$ cat src/rtl/mem_write_arbiter.sv
// Two-requester write arbiter in front of a two-bank image memory.
// Alternating priority, one registered write per cycle, out-of-range writes are flagged and dropped.
module mem_write_arbiter #(
  parameter int ADDR_W  = 16,
  parameter int DATA_W  = 18,
  parameter int MEMSIZE = 5120
) (
  input  logic              clk,
  input  logic              rst_n,
  input  logic              req0_valid,
  output logic              req0_ready,
  input  logic              req0_bank,
  input  logic [ADDR_W-1:0] req0_addr,
  input  logic [DATA_W-1:0] req0_data,
  input  logic              req1_valid,
  output logic              req1_ready,
  input  logic              req1_bank,
  input  logic [ADDR_W-1:0] req1_addr,
  input  logic [DATA_W-1:0] req1_data,
  input  logic              hold,
  output logic [1:0]        mem_write_sel,
  output logic [ADDR_W-1:0] mem_write_addr_a,
  output logic [ADDR_W-1:0] mem_write_addr_b,
  output logic [DATA_W-1:0] mem_write_data_a,
  output logic [DATA_W-1:0] mem_write_data_b,
  output logic              mem_write_en_a,
  output logic              mem_write_en_b,
  output logic              err_oob,
  output logic [15:0]       cnt0,
  output logic [15:0]       cnt1,
  output logic              dbg_state
);

  // Handshake: a write transfers in the cycle where reqN_valid && reqN_ready are both high
  // at the rising edge; ready is combinational from valids, hold and priority state only.

  typedef enum logic {PRI0 = 1'b0, PRI1 = 1'b1} pri_t;

  localparam logic [ADDR_W:0] MEM_LIM = (ADDR_W+1)'(MEMSIZE);

  pri_t              state, state_nxt;
  logic              g_any;
  logic              g_bank;
  logic [ADDR_W-1:0] g_addr;
  logic [DATA_W-1:0] g_data;
  logic              g_oob;

  assign dbg_state = state;

  always_ff @(posedge clk or negedge rst_n) begin
    if (!rst_n) state <= PRI0;
    else        state <= state_nxt;
  end

  always_comb begin
    state_nxt  = state;
    req0_ready = 1'b0;
    req1_ready = 1'b0;
    if (rst_n && !hold) begin
      if (req0_valid && (state == PRI0 || !req1_valid)) begin
        req0_ready = 1'b1;
        state_nxt  = PRI1;
      end else if (req1_valid) begin
        req1_ready = 1'b1;
        state_nxt  = PRI0;
      end
    end
  end

  always_comb begin
    g_any  = req0_ready | req1_ready;
    g_bank = req1_ready ? req1_bank : req0_bank;
    g_addr = req1_ready ? req1_addr : req0_addr;
    g_data = req1_ready ? req1_data : req0_data;
    g_oob  = {1'b0, g_addr} >= MEM_LIM;
  end

  // Strobes and err_oob are single-cycle; address/data/sel registers keep their last value.
  always_ff @(posedge clk or negedge rst_n) begin
    if (!rst_n) begin
      mem_write_sel    <= 2'd0;
      mem_write_addr_a <= '0;
      mem_write_addr_b <= '0;
      mem_write_data_a <= '0;
      mem_write_data_b <= '0;
      mem_write_en_a   <= 1'b0;
      mem_write_en_b   <= 1'b0;
      err_oob          <= 1'b0;
      cnt0             <= 16'd0;
      cnt1             <= 16'd0;
    end else begin
      mem_write_en_a <= 1'b0;
      mem_write_en_b <= 1'b0;
      err_oob        <= 1'b0;
      if (g_any) begin
        if (g_oob) begin
          err_oob <= 1'b1;
        end else if (g_bank) begin
          mem_write_en_b   <= 1'b1;
          mem_write_sel    <= 2'd1;
          mem_write_addr_b <= g_addr;
          mem_write_data_b <= g_data;
        end else begin
          mem_write_en_a   <= 1'b1;
          mem_write_sel    <= 2'd0;
          mem_write_addr_a <= g_addr;
          mem_write_data_a <= g_data;
        end
      end
      if (req0_ready && cnt0 != 16'hFFFF) cnt0 <= cnt0 + 16'd1;
      if (req1_ready && cnt1 != 16'hFFFF) cnt1 <= cnt1 + 16'd1;
    end
  end

endmodule

$ cat config.mk
export PLATFORM = sky130hd
export DESIGN_NAME = mem_write_arbiter
export DESIGN_NICKNAME = d
export VERILOG_FILES = /design/src/rtl/mem_write_arbiter.sv
export SDC_FILE = /design/constraint.sdc
export NUM_CORES = 1
export LEC_CHECK = 0
export CORE_ASPECT_RATIO = 0.9
export CORE_MARGIN = 3
export CORE_UTILIZATION = 43
export DETAILED_ROUTE_END_ITERATION = 8
export PLACE_DENSITY_LB_ADDON = 0.12
export SYNTH_ARGS = -nofsm -noshare
export SYNTH_HDL_FRONTEND = slang
export SYNTH_SLANG_ARGS = --single-unit
$ cat constraint.sdc
create_clock -name clk -period 2.4 [get_ports clk]
set_input_delay 0.36 -clock clk [delete_from_list [all_inputs] [get_ports clk]]
set_output_delay 0.36 -clock clk [all_outputs]
set_load 0.01 [all_outputs]
Yosys cells after proc, flatten, opt, wreduce, memory -nomap -nowiden
Cells that the tools add are included.

word-level totals
  register bits after elaboration = 106
  logic and storage cells = 51

cells by class
  $add $sub $neg = 2
  magnitude comparators = 1
  equal/unequal tests = 2
  mux-type cells = 19
  bitwise logic cells = 4
  reduce and logical (&&, ||, !) cells = 12

operators with widths
  operator                                                                               count
  16-bit by 1-bit adder with 16-bit output, second input constant                        2
  16-bit inequality test, second input constant                                          2
  18-bit two-way mux                                                                     1
  1-bit two-way mux                                                                      17
  16-bit by 13-bit greater-or-equal comparator with 1-bit output, second input constant  1
  16-bit two-way mux                                                                     1
  3-bit AND reduction                                                                    2
  1-bit logical AND                                                                      4
  2-bit AND reduction                                                                    2
  1-bit inverter                                                                         3
  1-bit logical NOT                                                                      2
  2-bit nonzero test                                                                     1
  1-bit logical OR                                                                       1
  1-bit bitwise OR                                                                       1

Longest topological paths before layout
  depth after elaboration = 9
  mapped depth = 8

Worst setup path after synthesis
No wires, ideal clock.

  path kind = input-to-reg
  from = input hold
  to = register cnt0[12]
  library setup time = 0.125 ns
  data arrival time = 1.696 ns
  data required time = 2.275 ns
  path slack = 0.579 ns
  stages on the path = 5
  path buffers = 0
  path through = and2b_1 > nand3_1 > nor4_1 > and3_1 > mux2_2

on the way
  word-level cells in the longest chain between the ends = 4

ends and longest elaborated chain
  what                  line  RTL
  from (decl)           20    input logic hold,
  1-bit logical NOT     59    if (rst_n && !hold) begin
  1-bit logical AND     59
  1-bit two-way mux     59
  1-bit logical AND     110   if (req0_ready && cnt0 != 16'hFFFF) cnt0 <= cnt0 + 16'd1;
  to (signal assigned)  110
  to (decl)             29    output logic [15:0] cnt0,

Every way passes these cells.
A chain may end at the register's enable or synchronous reset.

Worst setup path in the final report
  from = input req0_valid
  to = output req1_ready

on the way
  word-level cells in the longest chain between the ends = 3

ends and longest elaborated chain
  what               line  RTL
  from (decl)        10    input logic req0_valid,
  1-bit logical AND  60    if (req0_valid && (state == PRI0 || !req1_valid)) begin
  1-bit two-way mux  60
  1-bit two-way mux  59
  to (decl)          16    output logic req1_ready,

Every way passes these cells.

==> impl_results.rst <==
.. list-table::
   :header-rows: 1

   * - Metric
     - Value
   * - Final slew viol count
     - 0
   * - Drt wl/cell
     - between 15 and 20 µm
   * - Count of flip-flops with a built-in enable after synthesis
     - 0
   * - Gate count after technology mapping
     - about 420
   * - Row count
     - 34
   * - Number of nets in the finished design
     - 690
   * - Floorplan Core Area
     - 0.00991 mm²
   * - CTS-repair resized insts
     - 0
   * - Largest fanout of any net on the critical path
     - 6
   * - All-Layer GR Usage
     - 20.7%
   * - Highest clock frequency the design can meet
     - 431 MHz
   * - Share of Yosys cell area claimed by the top area cell type
     - 58.8%
   * - Ant. Diodes
     - 0
   * - Number of clock sinks
     - 105
   * - Sequential power share
     - roughly two fifths
   * - Width of the die
     - 113 µm
   * - Setup Total Neg Slack
     - 0 ps
   * - Tightest slew margin relative to the limit
     - roughly 47%
   * - Post-synthesis async set-or-reset flop share
     - 100%
   * - Number of buffers inserted by port buffering
     - 181
   * - Clk slew on worst S/H paths
     - 70 ps
   * - Switch share
     - 26.6%
   * - Setup repair after global routing missed its margin
     - no
   * - Setup Crit Path Kind
     - in2out
   * - Switching power summed over all nets
     - 0.00149 W
   * - Die Outline Area
     - around 0.012 mm²
   * - Initial core utilization
     - 45.1%
   * - Count of fill cells added during filler insertion
     - 765
   * - Maximum root-to-sink buffer count
     - 2
   * - Setup violators final
     - 0
   * - Maximum level of the CTS H-tree
     - 3
   * - Clock latency reported for the late side of the worst-skew pair
     - 340 ps
   * - Slew at the pin closest to its max-slew limit
     - between 700 and 800 ps
   * - Commonest cells in the netlist
     - sky130_fd_sc_hd__dfrtp_1, sky130_fd_sc_hd__nand2_1, sky130_fd_sc_hd__nor2_1, sky130_fd_sc_hd__a21oi_1, sky130_fd_sc_hd__mux2i_1
   * - Standby leakage power
     - 3.15 nW
   * - CTS Root Cell
     - sky130_fd_sc_hd__clkbuf_16
   * - Critical Path AT
     - 1960 ps
   * - Synth area leaders
     - sky130_fd_sc_hd__dfrtp_1, sky130_fd_sc_hd__mux2i_1, sky130_fd_sc_hd__a21oi_1, sky130_fd_sc_hd__nand2_1, sky130_fd_sc_hd__nor2_1
   * - Initial antenna violation count
     - 0
   * - # Max-Cap Violations
     - 0
   * - Net Count, Synth
     - 495
   * - Post-layout util
     - a little over two thirds
   * - Source of the critical timing path
     - req0_valid
   * - Worst r2r src
     - dbg_state
   * - Proportion of layout cells with a drive suffix above 1
     - 6.96%
   * - Cell with the most instances after synthesis
     - sky130_fd_sc_hd__dfrtp_1
   * - Vias post-DR
     - about 3,700
   * - Final Hold Violating Endpoints
     - 0
   * - Total Power Consumption
     - 0.00561 W
   * - Post-route antenna net violation count
     - 0
   * - GPL Wtd Cong
     - 0.855
   * - Clock share of power
     - between 30% and 40%
   * - Post-DR vias/cell
     - 5.01
   * - Worst Clk Skew
     - 6.88 ps
   * - Die Y
     - a little over 100 µm
   * - Final Cycle Share
     - 96.8%
   * - Cell type with the largest total area after synthesis
     - sky130_fd_sc_hd__dfrtp_1
   * - Number of distinct library cell variants in the gate-level netlist after synthesis
     - 35
   * - Syn Std Cell Area
     - 0.00447 mm²
   * - Required time at the worst-slack endpoint
     - ~2000 ps
   * - Synthesized flop and latch total
     - 105
   * - Syn Area/Cell
     - about 11 µm²
   * - Startpoint class of the critical path
     - primary input
   * - Fraction of the yosys area taken by sequential cells
     - 58.8%
   * - Warnings, synthesis
     - 0
   * - Maximum vdd ir drop
     - 577 µV
   * - Internal cell power
     - 0.00412 W
   * - Endpoint class of the critical path
     - output pin
   * - First-pass detailed-route iteration total
     - 6
   * - Top flip-flop cell by instance count after synthesis
     - sky130_fd_sc_hd__dfrtp_1
   * - Worst hold path type
     - in2async
   * - Fraction of power consumed by combinational cells
     - 27.1%
   * - Top-level I/O count
     - 183
   * - CTS tree
     - yes
   * - Global-route congestion overflow total
     - 0
   * - Drt total wl
     - 11.9 mm
   * - Clock buffers created by TritonCTS
     - 9
   * - Area Growth Syn to Fin
     - 54.7%
   * - Placed wire-length estimate after detailed placement
     - 8.87 mm
   * - First-pass GRT wire length
     - about 19 mm
   * - Run status
     - complete, no violations
   * - Number of remaining DRC errors
     - 0
   * - Number of global-route vias before repair
     - 3,678
   * - DRC violation total after the first TritonRoute iteration
     - ~160
   * - Maximum number of pins on one net before global-route repair
     - 66
   * - Time the worst path needs with I/O delays and setup
     - approximately 2300 ps
   * - Power per cell area
     - 812 mW/mm²
[logic make-up (layout without fill, tap and decap cells)]
logic type               Yosys count  after routing  synth area share [%]
adder cells (fa/ha/maj)            2              2                 0.560
AND/OR/NAND/NOR                  142            142                  14.3
other                              1              1                0.0840
XOR/XNOR                          22             22                  4.31
AO/OA/AOI/OAI                     84             84                  10.2
multiplexers                      37             37                  8.41
flip-flops                       105            105                  58.8
buffers and inverters             25            225                  3.25
[what timing repair did]
item	CTS	global route
hold buffers	1	0
setup buffers	0	0
setup endpoints to repair	0	0
endpoints found under the hold margin	2	0
[power by group through the flow]
stage,combinational (W),clock (W),sequential (W)
after floorplan,0.000387,0,0.00251
after global placement,0.00150,0,0.00236
after detailed placement,0.00154,0,0.00238
after CTS,0.00155,0.00178,0.00235
after global routing,0.00165,0.00186,0.00241
final,0.00152,0.00174,0.00235
[critical path: stages]
cell                              delay [ps]
sky130_fd_sc_hd__clkdlybuf4s50_1         410
sky130_fd_sc_hd__nor2b_1                 170
sky130_fd_sc_hd__or2_2                   390
sky130_fd_sc_hd__inv_1                   100
sky130_fd_sc_hd__clkdlybuf4s50_1         530
[layout by cell type, fill, tap and decap left out, types with 10 or more instances in the layout]
cell / synthesis / final
sky130_fd_sc_hd__a21oi_1: 37 / 37
sky130_fd_sc_hd__buf_4: 3 / 17
sky130_fd_sc_hd__clkdlybuf4s50_1: 0 / 180
sky130_fd_sc_hd__dfrtp_1: 105 / 105
sky130_fd_sc_hd__mux2i_1: 33 / 33
sky130_fd_sc_hd__nand2_1: 49 / 49
sky130_fd_sc_hd__nand3_1: 10 / 10
sky130_fd_sc_hd__nand4_1: 10 / 10
sky130_fd_sc_hd__nor2_1: 44 / 44
sky130_fd_sc_hd__o21ai_1: 28 / 28
sky130_fd_sc_hd__xnor2_1: 17 / 17
[path summary, 6_finish.rpt]
check                                        to  slack [ps]  depth (start not counted)
min in group clk           mem_write_data_a[17]         490                          2
max in group asynchronous  mem_write_addr_b[13]        1100                          3
setup / recovery                     req1_ready          80                          5
hold reg to reg            mem_write_data_a[17]         490                          2
setup reg to reg           mem_write_data_b[14]         480                          6
hold / removal                          cnt1[2]         130                          2
[area by class of cell]
cell class                 instances  area, µm²  share of cell area (%)
sequential                       105       2630                    38.0
tap                              126        158                    2.28
clock buffer                      11        233                    3.37
inverter                           6       22.5                   0.326
timing repair buffer             203       2040                    29.5
multi-input combinational        288       1700                    24.6
clock inverter                     5        128                    1.85
[sequential cells by signal, indices dropped and copies added, names as in the netlist]
signal,cells
mem_write_data_a,18
mem_write_data_b,18
mem_write_addr_a,16
dbg_state,1
cnt0,16
mem_write_sel,1
mem_write_addr_b,16
err_oob,1
mem_write_en_b,1
mem_write_en_a,1
cnt1,16
[metal layers]
metal  track usage (%)  share of wire, %  wire [µm]  vias up
met1              25.7                41       4840     1754
met4              6.01               1.3        157        0
met5                 0                 0          0        -
met3              5.93               7.1        838       14
met2              35.8                51       6030      129
li1                  -                 -          -     1832
[stage by stage]
| step | setup WS (ps) | hold slack [ps] | std cells | instance area, µm² |
|---|---|---|---|---|
| floorplan | 579 | 64.4 | 418 | 4470 |
| global placement | 96.2 | 166 | 727 | 6540 |
| detailed placement | 63.3 | 168 | 727 | 6540 |
| CTS | 71.3 | 137 | 744 | 6910 |
| global route | 29.0 | 157 | 744 | 6910 |
| finish | 77.5 | 134 | 744 | 6910 |
Power figures use the tool's default switching activity.
